## src/rtl/mips_mc_ctrl_pkg.sv

```systemverilog
// Shared encodings for the multi-cycle MIPS control FSM: states, opcodes, functs, ALU codes.
// ADDI states and opcode exist only when MC_ADDI_EN is defined.
package mips_mc_ctrl_pkg;

  localparam int unsigned OP_W     = 6;
  localparam int unsigned FN_W     = 6;
  localparam int unsigned ALU_W    = 4;
  localparam int unsigned ST_ENC_W = 4;

  typedef enum logic [ST_ENC_W-1:0] {
    S_FETCH    = 4'd0,
    S_DECODE   = 4'd1,
    S_MEMADR   = 4'd2,
    S_MEMRD    = 4'd3,
    S_MEMWB    = 4'd4,
    S_MEMWR    = 4'd5,
    S_RTYPE_EX = 4'd6,
    S_RTYPE_WB = 4'd7,
    S_BEQ      = 4'd8,
`ifdef MC_ADDI_EN
    S_JUMP     = 4'd9,
    S_ADDI_EX  = 4'd10,
    S_ADDI_WB  = 4'd11
`else
    S_JUMP     = 4'd9
`endif
  } state_e;

  localparam logic [OP_W-1:0] OP_RTYPE = 6'h00;
  localparam logic [OP_W-1:0] OP_J     = 6'h02;
  localparam logic [OP_W-1:0] OP_BEQ   = 6'h04;
  localparam logic [OP_W-1:0] OP_LW    = 6'h23;
  localparam logic [OP_W-1:0] OP_SW    = 6'h2B;
`ifdef MC_ADDI_EN
  localparam logic [OP_W-1:0] OP_ADDI  = 6'h08;
`endif

  localparam logic [FN_W-1:0] FN_SLL = 6'h00;
  localparam logic [FN_W-1:0] FN_ADD = 6'h20;
  localparam logic [FN_W-1:0] FN_SUB = 6'h22;
  localparam logic [FN_W-1:0] FN_AND = 6'h24;
  localparam logic [FN_W-1:0] FN_OR  = 6'h25;
  localparam logic [FN_W-1:0] FN_NOR = 6'h27;
  localparam logic [FN_W-1:0] FN_SLT = 6'h2A;

  localparam logic [ALU_W-1:0] ALU_AND = 4'd0;
  localparam logic [ALU_W-1:0] ALU_OR  = 4'd1;
  localparam logic [ALU_W-1:0] ALU_ADD = 4'd2;
  localparam logic [ALU_W-1:0] ALU_SLL = 4'd5;
  localparam logic [ALU_W-1:0] ALU_SUB = 4'd6;
  localparam logic [ALU_W-1:0] ALU_SLT = 4'd7;
  localparam logic [ALU_W-1:0] ALU_NOR = 4'd12;

  localparam logic [1:0] SRCB_REG  = 2'b00;
  localparam logic [1:0] SRCB_FOUR = 2'b01;
  localparam logic [1:0] SRCB_IMM  = 2'b10;
  localparam logic [1:0] SRCB_BOFF = 2'b11;

  localparam logic [1:0] PCSRC_ALU    = 2'b00;
  localparam logic [1:0] PCSRC_ALUOUT = 2'b01;
  localparam logic [1:0] PCSRC_JUMP   = 2'b10;

  // Control word presented to the datapath each cycle.
  typedef struct packed {
    logic [ALU_W-1:0] alu_control;
    logic             alusrca;
    logic [1:0]       alusrcb;
    logic [1:0]       pcsource;
    logic             pc_en;
    logic             iord;
    logic             memread;
    logic             memwrite;
    logic             irwrite;
    logic             memtoreg;
    logic             regwrite;
    logic             regdst;
    logic             illegal;
    logic             retire;
  } ctrl_t;

endpackage

```

## src/rtl/mips_mc_ctrl_alu_func_dec.sv

```systemverilog
// R-type funct decoder: maps funct to an ALU code and flags unsupported functs.
module alu_func_dec
  import mips_mc_ctrl_pkg::*;
(
  input  logic [FN_W-1:0]  i_funct,
  output logic [ALU_W-1:0] o_alu_control_c,
  output logic             o_illegal_c
);

  always_comb begin
    o_alu_control_c = ALU_AND;
    o_illegal_c     = 1'b0;
    case (i_funct)
      FN_ADD:  o_alu_control_c = ALU_ADD;
      FN_SUB:  o_alu_control_c = ALU_SUB;
      FN_AND:  o_alu_control_c = ALU_AND;
      FN_OR:   o_alu_control_c = ALU_OR;
      FN_NOR:  o_alu_control_c = ALU_NOR;
      FN_SLT:  o_alu_control_c = ALU_SLT;
      FN_SLL:  o_alu_control_c = ALU_SLL;
      default: o_illegal_c     = 1'b1;
    endcase
  end

endmodule

```

## src/rtl/mips_mc_ctrl.sv

```systemverilog
// Multi-cycle MIPS control unit: Moore FSM decoding the held IR into datapath controls.
// Define MC_ADDI_EN to add the ADDI_EX/ADDI_WB path for opcode 0x08.
module mips_mc_ctrl
  import mips_mc_ctrl_pkg::*;
#(
  parameter int unsigned STATE_W = 4
) (
  input  logic               clk,
  input  logic               rst_n,
  input  logic [OP_W-1:0]    opcode,
  input  logic [FN_W-1:0]    funct,
  input  logic               zero,
  input  logic               stall,
  output logic [ALU_W-1:0]   alu_control,
  output logic               alusrca,
  output logic [1:0]         alusrcb,
  output logic [1:0]         pcsource,
  output logic               pc_en,
  output logic               iord,
  output logic               memread,
  output logic               memwrite,
  output logic               irwrite,
  output logic               memtoreg,
  output logic               regwrite,
  output logic               regdst,
  output logic               illegal,
  output logic               retire,
  output logic [STATE_W-1:0] state
);

  state_e           r_state;
  state_e           w_next_state;
  ctrl_t            w_ctrl;
  logic [ALU_W-1:0] w_fn_alu;
  logic             w_fn_illegal;

  alu_func_dec u_alu_func_dec (
    .i_funct         (funct),
    .o_alu_control_c (w_fn_alu),
    .o_illegal_c     (w_fn_illegal)
  );

  always_ff @(posedge clk or negedge rst_n) begin
    if (!rst_n) r_state <= S_FETCH;
    else        r_state <= w_next_state;
  end

  // Moore outputs per state; stall freezes the state and masks side-effecting strobes.
  always_comb begin
    w_ctrl       = '0;
    w_next_state = r_state;
    case (r_state)
      S_FETCH: begin
        w_ctrl.memread     = 1'b1;
        w_ctrl.irwrite     = 1'b1;
        w_ctrl.alusrcb     = SRCB_FOUR;
        w_ctrl.alu_control = ALU_ADD;
        w_ctrl.pcsource    = PCSRC_ALU;
        w_ctrl.pc_en       = 1'b1;
        w_next_state       = S_DECODE;
      end
      S_DECODE: begin
        w_ctrl.alusrcb     = SRCB_BOFF;
        w_ctrl.alu_control = ALU_ADD;
        case (opcode)
          OP_LW, OP_SW: w_next_state = S_MEMADR;
          OP_RTYPE:     w_next_state = S_RTYPE_EX;
          OP_BEQ:       w_next_state = S_BEQ;
          OP_J:         w_next_state = S_JUMP;
`ifdef MC_ADDI_EN
          OP_ADDI:      w_next_state = S_ADDI_EX;
`endif
          default: begin
            w_ctrl.illegal = 1'b1;
            w_next_state   = S_FETCH;
          end
        endcase
      end
      S_MEMADR: begin
        w_ctrl.alusrca     = 1'b1;
        w_ctrl.alusrcb     = SRCB_IMM;
        w_ctrl.alu_control = ALU_ADD;
        w_next_state       = (opcode == OP_LW) ? S_MEMRD : S_MEMWR;
      end
      S_MEMRD: begin
        w_ctrl.memread = 1'b1;
        w_ctrl.iord    = 1'b1;
        w_next_state   = S_MEMWB;
      end
      S_MEMWB: begin
        w_ctrl.regwrite = 1'b1;
        w_ctrl.memtoreg = 1'b1;
        w_ctrl.retire   = 1'b1;
        w_next_state    = S_FETCH;
      end
      S_MEMWR: begin
        w_ctrl.memwrite = 1'b1;
        w_ctrl.iord     = 1'b1;
        w_ctrl.retire   = 1'b1;
        w_next_state    = S_FETCH;
      end
      S_RTYPE_EX: begin
        w_ctrl.alusrca     = 1'b1;
        w_ctrl.alusrcb     = SRCB_REG;
        w_ctrl.alu_control = w_fn_alu;
        w_ctrl.illegal     = w_fn_illegal;
        w_next_state       = w_fn_illegal ? S_FETCH : S_RTYPE_WB;
      end
      S_RTYPE_WB: begin
        w_ctrl.regdst   = 1'b1;
        w_ctrl.regwrite = 1'b1;
        w_ctrl.retire   = 1'b1;
        w_next_state    = S_FETCH;
      end
      S_BEQ: begin
        w_ctrl.alusrca     = 1'b1;
        w_ctrl.alusrcb     = SRCB_REG;
        w_ctrl.alu_control = ALU_SUB;
        w_ctrl.pcsource    = PCSRC_ALUOUT;
        w_ctrl.pc_en       = zero;
        w_ctrl.retire      = 1'b1;
        w_next_state       = S_FETCH;
      end
      S_JUMP: begin
        w_ctrl.pcsource = PCSRC_JUMP;
        w_ctrl.pc_en    = 1'b1;
        w_ctrl.retire   = 1'b1;
        w_next_state    = S_FETCH;
      end
`ifdef MC_ADDI_EN
      S_ADDI_EX: begin
        w_ctrl.alusrca     = 1'b1;
        w_ctrl.alusrcb     = SRCB_IMM;
        w_ctrl.alu_control = ALU_ADD;
        w_next_state       = S_ADDI_WB;
      end
      S_ADDI_WB: begin
        w_ctrl.regwrite = 1'b1;
        w_ctrl.retire   = 1'b1;
        w_next_state    = S_FETCH;
      end
`endif
      default: w_next_state = S_FETCH;
    endcase

    if (stall) begin
      w_next_state    = r_state;
      w_ctrl.pc_en    = 1'b0;
      w_ctrl.memwrite = 1'b0;
      w_ctrl.regwrite = 1'b0;
      w_ctrl.irwrite  = 1'b0;
      w_ctrl.retire   = 1'b0;
      w_ctrl.illegal  = 1'b0;
    end
  end

  assign alu_control = w_ctrl.alu_control;
  assign alusrca     = w_ctrl.alusrca;
  assign alusrcb     = w_ctrl.alusrcb;
  assign pcsource    = w_ctrl.pcsource;
  assign pc_en       = w_ctrl.pc_en;
  assign iord        = w_ctrl.iord;
  assign memread     = w_ctrl.memread;
  assign memwrite    = w_ctrl.memwrite;
  assign irwrite     = w_ctrl.irwrite;
  assign memtoreg    = w_ctrl.memtoreg;
  assign regwrite    = w_ctrl.regwrite;
  assign regdst      = w_ctrl.regdst;
  assign illegal     = w_ctrl.illegal;
  assign retire      = w_ctrl.retire;
  assign state       = STATE_W'(r_state);

endmodule

```

## config.mk

```make
export PLATFORM = sky130hd
export DESIGN_NAME = mips_mc_ctrl
export DESIGN_NICKNAME = d
export VERILOG_FILES = /design/src/rtl/mips_mc_ctrl_pkg.sv /design/src/rtl/mips_mc_ctrl_alu_func_dec.sv /design/src/rtl/mips_mc_ctrl.sv
export SDC_FILE = /design/constraint.sdc
export NUM_CORES = 1
export LEC_CHECK = 0
export CAP_MARGIN = 20
export CELL_PAD_IN_SITES_DETAIL_PLACEMENT = 1
export CELL_PAD_IN_SITES_GLOBAL_PLACEMENT = 1
export CORE_AREA = 4 4 48 67
export CTS_BUF_LIST = sky130_fd_sc_hd__clkbuf_16
export CTS_CLUSTER_SIZE = 8
export DETAILED_ROUTE_END_ITERATION = 8
export DIE_AREA = 0 0 52 71
export MAX_ROUTING_LAYER = met4
export PLACE_DENSITY_LB_ADDON = 0.25
export SYNTH_ARGS = -nofsm -noshare
export SYNTH_HDL_FRONTEND = slang
export SYNTH_HIERARCHICAL = 1
export SYNTH_SLANG_ARGS = --single-unit
```

## constraint.sdc

```tcl
create_clock -name clk -period 4.6 [get_ports clk]
set_clock_uncertainty 0.15 [all_clocks]
set_input_delay 0.69 -clock clk [delete_from_list [all_inputs] [get_ports clk]]
set_output_delay 0.69 -clock clk [all_outputs]
set_load 0.02 [all_outputs]
```

==> impl_metrics.env <==
export IMPL_mostFrequentLayoutCells="clkdlybuf4s50_1 (38), nor3_1 (9), nor2_1 (9), nand2b_1 (6), inv_1 (5)"
export IMPL_period_needed_ns=3.68
export IMPL_largest_register_ffs=4
export IMPL_grt_pass1_wl_um=4350
export IMPL_fin_tns_setup_ns=0
export IMPL_syn_instance_count=93
export IMPL_post_route_period_util_pct=80.0
export IMPL_crit_required_ns=3.76
export IMPL_final_layout_size_suffix_gt1_share_pct=7.81
export IMPL_synth_seq_area_share_pct=15.2
export IMPL_final_common_cell="clkdlybuf4s50_1"
export IMPL_ios=39
export IMPL_antenna_found_initial=0
export IMPL_cts_tree="yes"
export IMPL_clock_latency_ns=0.23
export IMPL_final_nets=146
export IMPL_p_total_mw=0.283
export IMPL_cp_start_kind="input port"
export IMPL_cts_hold_buf=0
export IMPL_ys_flop_type="dfrtp_1"
export IMPL_r2r_slack_ns=2.74
export IMPL_numCtsBuffers=3
export IMPL_synth_edf_count=0
export IMPL_postCtsSetupBuffers=0
export IMPL_io_buffers=38
export IMPL_maxCapViolCount=0
export IMPL_r2r_end="state[2]"
export IMPL_final_core_util_pct=43.1
export IMPL_grtUsageMet3_pct=2.53
export IMPL_area_delta_synth_final_pct=71.6
export IMPL_ant_nets=0
export IMPL_rsz0062_at_grt="false"
export IMPL_drc=0
export IMPL_place_congestion=0.817
export IMPL_async_reset_ff_share_pct=100
export IMPL_syn_area_per_cell_um2=7.06
export IMPL_dp_slack_ns=0.914
export IMPL_peakVddDrop_uv=196
export IMPL_cp_arrival_ns=2.84
export IMPL_start_util_pct=25.1
export IMPL_root_buffer="clkbuf_16"
export IMPL_ys_ff_latch=4
export IMPL_dr_first_iter_drc_count=16
export IMPL_die_w_um=52
export IMPL_top_usage_layer="met2"
export IMPL_setup_violations=0
export IMPL_fmax_mhz=272
export IMPL_diodes=0
export IMPL_cp_max_fo=5
export IMPL_num_vias=861
export IMPL_power_density_nw_per_um2=251
export IMPL_status="completed"
export IMPL_grt_total_usage_pct=15.7
export IMPL_grt_pass1_vias=911
export IMPL_p_leak_nw=0.423
export IMPL_clockBufferDepth=2
export IMPL_core_um2=2620
export IMPL_worstMarginPinSlew_ns=0.577
export IMPL_synth_area_um2=657
export IMPL_grt_ovfl_total=0
export IMPL_grt_max_degree=20
export IMPL_cts_sinks=4
export IMPL_cts_clk_slew_worst_paths_ns=0.03
export IMPL_wl_per_cell_um=15.7
export IMPL_vias_per_cell=5.25
export IMPL_synth_cell_types=40
export IMPL_grtUsageMet2_pct=27.4
export IMPL_startpoint="funct[3]"
export IMPL_hold_viol=0
export IMPL_timing_rr_start="state[2]"
export IMPL_met1_usage_pct=16.3
export IMPL_first_pass_iters=4
export IMPL_finalMaxSlewViolations=0
export IMPL_row_count=22
export IMPL_dieArea_um2=3690
export IMPL_setup_ws_ns=0.921
export IMPL_die_y_um=71
export IMPL_ys_warn_count=6
export IMPL_reg2reg_depth=3
export IMPL_cts_resized=0
export IMPL_hp_class="in -> async"
export IMPL_post_dp_hpwl_um=1890
export IMPL_cp_end_kind="output port"
export IMPL_synth_nets=109
export IMPL_relSlewSlack_pct=61.5
export IMPL_routed_wl_um=2580
export IMPL_crit_end="illegal"
export IMPL_htreeDepth=1
export IMPL_critical_path_class="in -> out"
-- kinds of logic (layout without fill, tap and decap cells) --
family | Yosys count | after routing | synth area share [%]
simple gates | 49 | 49 | 43.6
flops | 4 | 4 | 15.2
compound gates | 24 | 24 | 27.4
xor+xnor | 2 | 2 | 2.67
mux | 1 | 1 | 1.52
fa+ha+maj | 1 | 1 | 1.52
buf+inv | 12 | 47 | 8.00
-- routing by layer --
| metal | up-vias | routed length [um] |
|---|---|---|
| li1 | 422 | - |
| met1 | 405 | 1000 |
| met2 | 29 | 1380 |
| met3 | 5 | 140 |
| met4 | 0 | 59 |
| met5 | - | 0 |
-- worst min-delay path by stage --
stage | start | to | slack [ns] | depth (start not counted)
floorplan | rst_n | state[0] | 0.24 | 0
global route | rst_n | state[0] | 0.53 | 1
detailed placement | state[3] | state[3] | 0.69 | 2
CTS | rst_n | state[0] | 0.51 | 1
finish | rst_n | state[0] | 0.51 | 1
global placement | state[3] | state[3] | 0.70 | 2
-- cell usage after synthesis (2+ instances only) --
cell type	count	share of area [%]
and3_1	4	3.8
clkbuf_1	5	2.9
nand2b_1	6	5.7
nor2b_1	3	2.9
dfrtp_1	4	15
nand2_1	4	2.3
nor4_1	3	2.9
nor3_1	9	6.9
o22ai_1	2	1.9
nor2_1	9	5.1
o21ai_0	3	2.3
or3_1	3	2.9
a2111oi_0	2	2.7
xnor2_1	2	2.7
a21oi_1	3	2.3
a21o_1	2	2.3
inv_1	5	2.9
a221o_1	2	3.0
-- power by group --
part	leakage, nW	total (mW)	switching (mW)	internal [mW]
Sequential	0.0537	0.0485	0.0110	0.0375
Clock	0.0370	0.141	0.0298	0.112
Combinational	0.332	0.0934	0.0462	0.0472
Total	0.423	0.283	0.0870	0.196
-- cell type report --
type	instances	area (um2)
well taps	36	45.0
multi-input cells	77	504
inverters	6	22.5
fillers	332	1490
clock buffers	3	75.1
repair buffers	38	380
flip-flops and latches	4	100
-- metrics by stage --
stage / area [um2] / cells / hold slack [ns]
detailed placement: 1050 / 161 / 0.695
CTS: 1130 / 164 / 0.510
global route: 1130 / 164 / 0.525
finish: 1130 / 164 / 0.507
global placement: 1050 / 161 / 0.698
floorplan: 657 / 93 / 0.244
-- critical path: stages --
cell and delay (ns):
clkdlybuf4s50_1 0.53, nand4b_1 0.19, o41ai_1 0.10, o21bai_1 0.21
inv_1 0.09, nor4_1 0.29, a41o_1 0.14, clkdlybuf4s50_1 0.60
Power figures use the tool's default switching activity.
